$ cat config.mk
export PLATFORM = sky130hd
export DESIGN_NAME = tone_sequencer
export DESIGN_NICKNAME = d
export VERILOG_FILES = /design/src/rtl/tone_sequencer_pkg.sv /design/src/rtl/tone_sequencer_step_table.sv /design/src/rtl/tone_sequencer.sv
export SDC_FILE = /design/constraint.sdc
export NUM_CORES = 1
export LEC_CHECK = 0
export ABC_AREA = 1
export BUFFER_PORTS_ARGS = -buffer_cell sky130_fd_sc_hd__buf_4
export CORE_MARGIN = 2
export CORE_UTILIZATION = 30
export CTS_BUF_LIST = sky130_fd_sc_hd__clkbuf_8
export DETAILED_ROUTE_END_ITERATION = 16
export GPL_TIMING_DRIVEN = 0
export REMOVE_ABC_BUFFERS = 1
export SYNTH_ARGS = -nofsm -noshare
export SYNTH_HDL_FRONTEND = slang
export SYNTH_SLANG_ARGS = --single-unit
$ cat constraint.sdc
create_clock -name CLK_50M -period 7.45 [get_ports CLK_50M]
set_input_delay 0.3725 -clock CLK_50M [delete_from_list [all_inputs] [get_ports CLK_50M]]
set_output_delay 0.3725 -clock CLK_50M [all_outputs]
set_load 0.02 [all_outputs]
$ cat src/rtl/tone_sequencer_pkg.sv
// -----------------------------------------------------------------------------
// tone_sequencer_pkg
//   Shared types and constants for the tone sequencer and its step table.
//   - state_t        : sequencer FSM states
//   - step_t         : one table entry {count_to, dur}
//   - END_MARKER_DUR : dur value that terminates a sequence
//   - state_flags()  : registered status flags implied by a state
// -----------------------------------------------------------------------------
package tone_sequencer_pkg;

    typedef enum logic [1:0] {
        ST_IDLE = 2'd0,
        ST_LOAD = 2'd1,
        ST_PLAY = 2'd2,
        ST_DONE = 2'd3
    } state_t;

    // count_to sits in the upper half so {count_to, dur} concatenations line up.
    typedef struct packed {
        logic [31:0] count_to;
        logic [31:0] dur;
    } step_t;

    localparam logic [31:0] END_MARKER_DUR = 32'd0;

    // Status flags as a function of the state being entered:
    // {div_reset, tone_on, busy, done}. The divider only runs during PLAY.
    function automatic logic [3:0] state_flags(input state_t s);
        case (s)
            ST_IDLE: state_flags = 4'b1000;
            ST_LOAD: state_flags = 4'b1010;
            ST_PLAY: state_flags = 4'b0110;
            ST_DONE: state_flags = 4'b1001;
            default: state_flags = 4'b1000;
        endcase
    endfunction

endpackage

$ cat src/rtl/tone_sequencer_step_table.sv
// -----------------------------------------------------------------------------
// tone_sequencer_step_table
//   N_STEPS x 64-bit register file holding the tone sequence.
//   Synchronous write, synchronous clear on reset, and two combinational
//   read ports: the entry at rd_idx and the entry after it (wrapping).
//   The wrapped "next" read at the last index is harmless: the sequencer
//   checks for the last index before looking at the next entry.
//
// Ports:
//   CLK_50M   in   system clock
//   reset     in   synchronous, active-high; clears every entry
//   wr_en     in   write strobe (already gated by the sequencer)
//   wr_addr   in   entry written
//   wr_data   in   entry contents
//   rd_idx    in   current entry index
//   cur_step  out  table[rd_idx]
//   nxt_step  out  table[rd_idx + 1] (modulo N_STEPS)
// -----------------------------------------------------------------------------
module tone_sequencer_step_table
    import tone_sequencer_pkg::*;
#(
    parameter int N_STEPS = 8,
    parameter int IDX_W   = 3
) (
    input  logic             CLK_50M,
    input  logic             reset,
    input  logic             wr_en,
    input  logic [IDX_W-1:0] wr_addr,
    input  step_t            wr_data,
    input  logic [IDX_W-1:0] rd_idx,
    output step_t            cur_step,
    output step_t            nxt_step
);

    step_t mem [N_STEPS];

    logic [IDX_W-1:0] nxt_idx;

    always_ff @(posedge CLK_50M) begin
        if (reset) begin
            for (int i = 0; i < N_STEPS; i++) begin
                mem[i] <= '0;
            end
        end else if (wr_en) begin
            mem[wr_addr] <= wr_data;
        end
    end

    // Power-of-two table: the IDX_W-bit add wraps naturally.
    assign nxt_idx  = rd_idx + IDX_W'(1);
    assign cur_step = mem[rd_idx];
    assign nxt_step = mem[nxt_idx];

endmodule

$ cat src/rtl/tone_sequencer.sv
// -----------------------------------------------------------------------------
// tone_sequencer
//   Plays a programmable sequence of divider terminal counts. Each table
//   entry holds count_to for dur CLK_50M cycles (PLAY), preceded by a single
//   LOAD cycle in which the divider is held in reset and count_to is updated.
//   A zero dur marks the end of the sequence; the table end also terminates
//   it. With loop_en high at the end of the last step the sequence restarts
//   from entry 0.
//
// Ports:
//   CLK_50M      in   system clock
//   reset        in   synchronous, active-high; also clears the table
//   wr_en        in   table write strobe (ignored while busy)
//   wr_addr      in   entry written
//   wr_count_to  in   divider terminal count for the entry
//   wr_dur       in   step duration in cycles, 0 = end marker
//   start        in   begin at entry 0 (level, sampled in IDLE only)
//   stop         in   abort to IDLE, no done pulse; wins over start
//   loop_en      in   restart at entry 0 after the last step
//   count_to     out  divider terminal count (held outside LOAD)
//   div_reset    out  divider reset, low only in PLAY
//   tone_on      out  high in PLAY
//   busy         out  high in LOAD and PLAY
//   done         out  one-cycle pulse on normal completion
//   step_idx     out  current entry
// -----------------------------------------------------------------------------
module tone_sequencer
    import tone_sequencer_pkg::*;
#(
    parameter int N_STEPS = 8,
    parameter int IDX_W   = 3
) (
    input  logic             CLK_50M,
    input  logic             reset,
    input  logic             wr_en,
    input  logic [IDX_W-1:0] wr_addr,
    input  logic [31:0]      wr_count_to,
    input  logic [31:0]      wr_dur,
    input  logic             start,
    input  logic             stop,
    input  logic             loop_en,
    output logic [31:0]      count_to,
    output logic             div_reset,
    output logic             tone_on,
    output logic             busy,
    output logic             done,
    output logic [IDX_W-1:0] step_idx
);

    localparam logic [IDX_W-1:0] LAST_IDX = IDX_W'(N_STEPS - 1);

    state_t      state;
    logic [31:0] dur_cnt;

    step_t       wr_step;
    step_t       cur_step;
    step_t       nxt_step;
    logic        tbl_wr;
    logic [31:0] first_dur;
    logic        step_end;
    logic        seq_end;

    // The table is only writable while no sequence is running.
    assign tbl_wr  = wr_en & ~busy;
    assign wr_step = {wr_count_to, wr_dur};

    tone_sequencer_step_table #(
        .N_STEPS (N_STEPS),
        .IDX_W   (IDX_W)
    ) u_table (
        .CLK_50M  (CLK_50M),
        .reset    (reset),
        .wr_en    (tbl_wr),
        .wr_addr  (wr_addr),
        .wr_data  (wr_step),
        .rd_idx   (step_idx),
        .cur_step (cur_step),
        .nxt_step (nxt_step)
    );

    // step_idx is always 0 in IDLE, so cur_step is entry 0 there. A write to
    // entry 0 in the same cycle as start is forwarded so the empty-sequence
    // decision agrees with what LOAD will read one cycle later.
    assign first_dur = (tbl_wr && (wr_addr == '0)) ? wr_dur : cur_step.dur;

    // Compare against dur-1 so dur = 0xFFFF_FFFF never needs a 33rd bit.
    assign step_end = (dur_cnt == (cur_step.dur - 32'd1));
    assign seq_end  = (step_idx == LAST_IDX) || (nxt_step.dur == END_MARKER_DUR);

    always_ff @(posedge CLK_50M) begin
        if (reset) begin
            state    <= ST_IDLE;
            count_to <= '0;
            dur_cnt  <= '0;
            step_idx <= '0;
            {div_reset, tone_on, busy, done} <= state_flags(ST_IDLE);
        end else if (stop) begin
            // Abort: count_to keeps its last value, divider goes to reset.
            state    <= ST_IDLE;
            step_idx <= '0;
            {div_reset, tone_on, busy, done} <= state_flags(ST_IDLE);
        end else begin
            case (state)
                ST_IDLE: begin
                    if (start) begin
                        step_idx <= '0;
                        if (first_dur != END_MARKER_DUR) begin
                            state <= ST_LOAD;
                            {div_reset, tone_on, busy, done} <= state_flags(ST_LOAD);
                        end else begin
                            state <= ST_DONE;
                            {div_reset, tone_on, busy, done} <= state_flags(ST_DONE);
                        end
                    end
                end

                ST_LOAD: begin
                    count_to <= cur_step.count_to;
                    dur_cnt  <= '0;
                    state    <= ST_PLAY;
                    {div_reset, tone_on, busy, done} <= state_flags(ST_PLAY);
                end

                ST_PLAY: begin
                    if (step_end) begin
                        if (seq_end) begin
                            if (loop_en) begin
                                step_idx <= '0;
                                state    <= ST_LOAD;
                                {div_reset, tone_on, busy, done} <= state_flags(ST_LOAD);
                            end else begin
                                state <= ST_DONE;
                                {div_reset, tone_on, busy, done} <= state_flags(ST_DONE);
                            end
                        end else begin
                            step_idx <= step_idx + IDX_W'(1);
                            state    <= ST_LOAD;
                            {div_reset, tone_on, busy, done} <= state_flags(ST_LOAD);
                        end
                    end else begin
                        dur_cnt <= dur_cnt + 32'd1;
                    end
                end

                ST_DONE: begin
                    step_idx <= '0;
                    state    <= ST_IDLE;
                    {div_reset, tone_on, busy, done} <= state_flags(ST_IDLE);
                end

                default: begin
                    step_idx <= '0;
                    state    <= ST_IDLE;
                    {div_reset, tone_on, busy, done} <= state_flags(ST_IDLE);
                end
            endcase
        end
    end

endmodule

==> results.yml, run 1 <==
detailed_routing:
  vias: 23200
  wl_per_cell_um: 19.4
  drcViolationCount: 0
  drtIter0Drc: 2000
  avgViaCountPerCell: 5.00
  drtPass1Iterations: 6
  antenna_left: 0
  wirelength_um: 90000
sta:
  final_max_slew_viol_count: 0
  skew_ns: 0.0515
  hold-worst-slack_ns: 0.0556
  rsz0062_at_grt: "false"
  setup_tns_ns: 0
  tightestPinTransition_ns: 1.15
  slew_headroom_pct: 23.3
  fin_crit_sh_pct: 78.1
  layout_setup_ws_ns: 1.63
  fmax_mhz: 172
  final_hold_viol_count: 0
  post-route-min-period_ns: 5.82
  setup_viol: 0
floorplan:
  dieWidth_um: 314
  num_rows: 113
  pin_count: 112
  dieArea_mm2: 0.0987
  dieHeight_um: 314
  coreArea_mm2: 0.0952
  start_util_pct: 30.3
global_routing:
  met2_usage_pct: 29.4
  grt.busiest_layer: "met2"
  gr-usage-met1_pct: 23.8
  gr-total-overflow: 0
  use_met3_pct: 3.72
  antenna_found_initial: 9
  grt_max_degree: 148
  grt_pass1_wl_um: 135000
  grt_pass1_vias: 22200
  grtUsageTotal_pct: 17.9
setup_path:
  start_kind: "flop"
  cp_top_family: "simple AND/OR/NAND/NOR gates"
  crit_path_end_kind: "flop"
  reg2reg_slack_ns: 1.63
  reg2reg_depth: 24
  cp.arrival_ns: 6.40
  r2r-end: "dur_cnt[4]"
  cp_num_buf_inv: 5
  slowest_stage: "nand4_1"
  path_class: "reg -> reg"
  cp.required_ns: 8.04
  critPathMaxStageDelay_ns: 0.68
  path_common_cell: "nand2_1"
  path_cells: "buf_16 -> inv_8 -> buf_16 -> nand2_1 -> nand3_1 -> nand3_1 -> nand2_1 -> ha_1 -> nand2_1 -> nor2_2 -> nand2_2 -> nor2_2 -> nand3_1 -> nand2_1 -> nand2_1 -> inv_1 -> nand2_1 -> nor2_1 -> nand4_1 -> buf_8 -> nand3_1 -> nand2_1 -> nand2_1 -> nor2_1"
  critPathMaxFanout: 147
cts:
  cts_buffers: 99
  cts_tree: "built"
  cts-root-buf: "clkbuf_8"
  numClockSinks: 588
  clk_latency_ns: 0.73
  cts_buffer_depth: 3
  htreeDepth: 3
  post-cts-setup-buffer-count: 0
  path_clk_slew_ns: 0.06
job:
  maxCapViolCount: 0
final_layout:
  nNetsFinal: 3363
  finalInstanceArea_mm2: 0.0332
  drive_above_1_share_pct: 9.00
  fillers: 9725
  areaGrowthSynthToFinish_pct: 15.0
  multi_input_area_mm2: 0.00990
  regArea_mm2: 0.0169
synthesis:
  synthDistinctLibCells: 39
  yosys.area.top_type: "edfxtp_1"
  synth.most_common_cell: "nor2_1"
  ys.flop_type: "edfxtp_1"
  synthTopCellsByArea: "edfxtp_1 (53%), nor2_1 (11%), nand2_1 (6.6%), dfxtp_1 (5.3%), inv_1 (4.4%)"
  synth_seq_area_share_pct: 58.5
  synthArstFlopShare_pct: 0
  ys_seq_elements: 588
  syn-mean-instance-area_um2: 8.93
  synth_area_mm2: 0.0289
  synth-edff-count: 512
  synthTopCellsByCount: "nor2_1 (811), edfxtp_1 (512), nand2_1 (507)"
  yosysWarnings: 0
  syn_inst: 3231
  synth_top_area_share_pct: 53.3
placement:
  dp_hpwl_um: 56500
  dp_worst_setup_slack_ns: 1.42
  dpl_cell_area_mm2: 0.0312
  place_congestion: 0.935
  portBuffers: 111
power:
  p_leak_nw: 13.6
  vdd_drop_max_uv: 131
  p_total_mw: 7.27
  p_per_area_mw_per_mm2: 219
min_path:
  hold_path.startpoint: "stop"
  min_to: "state[1]"
  hold_class: "in -> reg"
  holdPathStages: 4
run_status:
  status: "complete, no violations"
registers in the layout (all words and copies together) (netlist names), named ones only:
register / count
count_to: 32
done: 1
dur_cnt: 32
step_idx: 3
div_reset: 1
tone_on: 1
u_table.mem: 512
state: 2
busy: 1
through the flow:
step / util (%) / cells
after floorplan: - / 3044
after global placement: 32.0 / 4420
after detailed placement: 32.8 / 4446
after CTS: 34.9 / 4631
after global routing: 34.9 / 4633
final: 34.9 / 4638
layer usage:
| layer | vias to the layer above | part of all wire [%] |
|---|---|---|
| met2 | 906 | 47 |
| li1 | 10900 | - |
| met1 | 11100 | 42 |
| met4 | 10 | 2.9 |
| met5 | - | 0.078 |
| met3 | 191 | 7.8 |
what timing repair did:
action | in CTS | in global routing
gates resized for setup | 0 | 0
endpoints found under the hold margin | 15 | 0
hold buffers | 3 | 0
power by group:
part | leakage (nW) | total (mW) | internal [mW] | switching [mW]
Combinational | 6.29 | 0.739 | 0.208 | 0.532
Clock | 1.16 | 2.80 | 1.41 | 1.39
Sequential | 6.11 | 3.74 | 3.69 | 0.0502
Total | 13.6 | 7.27 | 5.30 | 1.97
cells by family (layout without fill, tap and decap cells):
kind of cell | after synthesis | in the layout | share of synthesized area, %
AND/OR/NAND/NOR | 1744 | 1744 | 25.3
flip-flops | 588 | 588 | 58.5
buffers and inverters | 543 | 679 | 7.59
AO/OA/AOI/OAI | 295 | 295 | 6.64
XOR/XNOR | 57 | 57 | 1.73
adder cells (fa/ha/maj) | 4 | 4 | 0.173
other | 0 | 6 | 0
cell usage in the layout (no fill, tap or decap), types with 3 or more instances in the layout:
cell type        n
dfxtp_1         73
nand2_4         16
nand2_2          7
xnor2_1         15
nor4_1          41
nor3_1          41
o221ai_1        64
buf_12           7
a21oi_1         39
buf_16          19
o21ai_0        142
clkinv_1        19
nor2_4           5
clkbuf_8       111
o21ai_1          4
inv_12           3
buf_4          111
nor2_1         810
ha_1             4
edfxtp_1       512
clkinv_2         3
xor2_1          42
a32o_1          32
nand4_1         77
nand3b_1        10
o21bai_1         4
inv_1          393
diode_2          6
dlygate4sd3_1    3
nor2_2           5
nand2_1        491
dfxtp_4          3
nand3_1        235
worst min-delay path: cells and delay by family:
kind | cells | cell delay (ns)
AND/OR/NAND/NOR | 2 | 0.19
buffers and inverters | 2 | 0.13
how the worst max path moves through the flow:
stage / startpoint / to / slack [ns] / depth (start not counted)
2_1_floorplan: flop / dur_cnt[4] / -3.57 / 22
3_3_place_gp: flop / dur_cnt[4] / -14.28 / 22
3_5_place_dp: flop / dur_cnt[4] / 1.42 / 23
4_1_cts: flop / dur_cnt[4] / 1.40 / 23
5_1_grt: flop / dur_cnt[4] / 1.36 / 24
6_report: flop / dur_cnt[4] / 1.63 / 24
layout make-up:
type	count	area share, %
sequential	588	50.9
antenna	6	0.0452
multi-input combinational	2100	29.8
tap	1265	4.77
inverter	356	4.07
clock buffer	111	4.60
timing repair buffer	141	4.64
clock inverter	71	1.11
Power figures use the tool's default switching activity.
==> run 2, diff against run 1 <==
==> constraint.sdc (replaced) <==
create_clock -name CLK_50M -period 5.22 [get_ports CLK_50M]
set_input_delay 0.261 -clock CLK_50M [delete_from_list [all_inputs] [get_ports CLK_50M]]
set_output_delay 0.261 -clock CLK_50M [all_outputs]
set_load 0.02 [all_outputs]
==> run 2 against run 1 <==
Effect of this change: die area is the same; cell count grew 1.1%; hold slack lost 0.025 ns.
==> results.yml, run 2 (synthesized netlist as in run 1, its figures left out) <==
job:
  maxCapViolCount: 0
setup_path:
  start_kind: "flop"
  cp.required_ns: 5.85
  critPathMaxFanout: 95
  reg2reg_slack_ns: 0.36
  path_class: "reg -> reg"
  r2r-end: "dur_cnt[1]"
  crit_path_end_kind: "flop"
  endpoint: "dur_cnt[1]"
  cp.arrival_ns: 5.49
  reg2reg_depth: 24
sta:
  post-route-min-period_ns: 4.86
  skew_ns: 0.0537
  slew_headroom_pct: 20.1
  final_hold_viol_count: 0
  rsz0062_at_grt: "false"
  tightestPinTransition_ns: 1.20
  setup_viol: 0
  setup_tns_ns: 0
  final_max_slew_viol_count: 0
  fin_crit_sh_pct: 93.1
  fmax_mhz: 206
detailed_routing:
  drtIter0Drc: 2170
  avgViaCountPerCell: 5.00
  drcViolationCount: 0
  antenna_left: 0
  wirelength_um: 91200
  vias: 23400
  wl_per_cell_um: 19.5
  drtPass1Iterations: 7
cts:
  cts_buffers: 99
  cts_buffer_depth: 3
  numClockSinks: 588
  cts_tree: "built"
  path_clk_slew_ns: 0.06
  cts-root-buf: "clkbuf_8"
  htreeDepth: 3
  clk_latency_ns: 0.73
global_routing:
  gr-total-overflow: 0
  grt_pass1_vias: 22400
  grt_pass1_wl_um: 136000
  grt_max_degree: 148
  antenna_found_initial: 7
  grtUsageTotal_pct: 18.1
min_path:
  hold_class: "in -> reg"
power:
  p_total_mw: 10.4
  vdd_drop_max_uv: 187
  p_per_area_mw_per_mm2: 309
  p_leak_nw: 13.8
floorplan:
  pin_count: 112
  dieHeight_um: 314
  dieArea_mm2: 0.0987
  coreArea_mm2: 0.0952
  start_util_pct: 30.3
  dieWidth_um: 314
  num_rows: 113
final_layout:
  nNetsFinal: 3416
  largest_reg_flops: 512
  largestRegisters: "u_table.mem: 512 flops, count_to: 32 flops, dur_cnt: 32 flops"
  areaGrowthSynthToFinish_pct: 16.9
  drive_above_1_share_pct: 8.98
  top_register: "u_table.mem"
  finalInstanceArea_mm2: 0.0337
  fin_util_pct: 35.5
  mostFrequentLayoutCells: "nor2_1 (810), edfxtp_1 (512), nand2_1 (491), inv_1 (393), nand3_1 (235)"
  fin_cells: 4688
  layout_commonest_cell: "nor2_1"
placement:
  portBuffers: 111
  dpl_cell_area_mm2: 0.0312
  place_inst: 4446
  dp_hpwl_um: 56500
  place_congestion: 0.935
run_status:
  status: "complete, no violations"
==> run 2: changes by cell type in the layout (fill, tap and decap cells not counted), sizes merged <==
cell | previous run | this run
dlygate4sd3 | 3 | 51
buf | 138 | 141
diode | 6 | 3
clkbuf | 111 | 112
nand4 | 77 | 78
==> run 2: metrics by stage <==
stage          setup slack [ns]  hold slack [ns]
2_1_floorplan             -5.80            0.330
3_3_place_gp             -16.51            0.442
3_5_place_dp             -0.809            0.458
4_1_cts                   0.130          0.00438
5_1_grt                  0.0827           0.0163
6_report                  0.363           0.0307
==> run 2: layout make-up <==
class	count	area, um2
Tap cell	1265	1580
Multi-Input combinational cell	2101	9920
Fill cell	9687	61400
Clock buffer	111	1530
Inverter	356	1360
Clock inverter	71	369
Antenna cell	3	7.51
Timing Repair Buffer	193	2070
Sequential cell	588	16900
==> run 2: worst max-delay path, cell delays in order, from the launching register on <==
cell,delay [ns]
dfxtp_4,0.48
buf_16,0.26
inv_12,0.41
buf_16,0.37
nand2_1,0.09
nand3_1,0.10
nand3_1,0.09
nand2_1,0.27
ha_1,0.31
nand2_1,0.09
nor2_2,0.29
nand2_2,0.14
nor2_2,0.23
nand3_1,0.10
nand2_1,0.09
nand2_1,0.05
inv_1,0.05
nand2_1,0.07
nor2_1,0.31
nand3_2,0.17
nand3_4,0.32
nand2_1,0.13
nand2_1,0.10
nand2_1,0.05
nor2_1,0.11
==> run 2: how the worst min path moves through the flow <==
stage | from | endpoint | slack, ns | cells past startpoint
after detailed placement | count_to[26] | count_to[26] | 0.46 | 1
after CTS | wr_dur[25] | u_table.mem[5][25] | 0.004 | 3
after global routing | wr_dur[0] | u_table.mem[7][0] | 0.02 | 3
after global placement | state[0] | state[0] | 0.44 | 1
final | wr_dur[25] | u_table.mem[5][25] | 0.03 | 3
after floorplan | reset | dur_cnt[10] | 0.33 | 1
==> run 2: where the power goes <==
part | internal [mW] | total [mW] | switching (mW) | leakage (nW)
combinational | 0.323 | 1.10 | 0.775 | 6.52
clock | 2.01 | 4.00 | 1.98 | 1.16
sequential | 5.26 | 5.33 | 0.0696 | 6.11
total | 7.60 | 10.4 | 2.83 | 13.8
==> run 2: repair_timing <==
action | CTS | global route
endpoints found under the setup margin | 32 | 42
setup buffers | 3 | 1
pin swaps | 2 | 0
hold buffers | 51 | 0
endpoints found under the hold margin | 388 | 0
cloned | 1 | 1
resized for setup | 2 | 0
==> run 2: routing by layer <==
| layer | part of all wire [%] | global-route usage [%] | vias to the layer above |
|---|---|---|---|
| li1 | - | - | 11100 |
| met4 | 2.8 | 5.65 | 8 |
| met5 | 0.063 | 0 | - |
| met2 | 47 | 29.6 | 916 |
| met3 | 7.1 | 3.44 | 193 |
| met1 | 43 | 24.1 | 11300 |
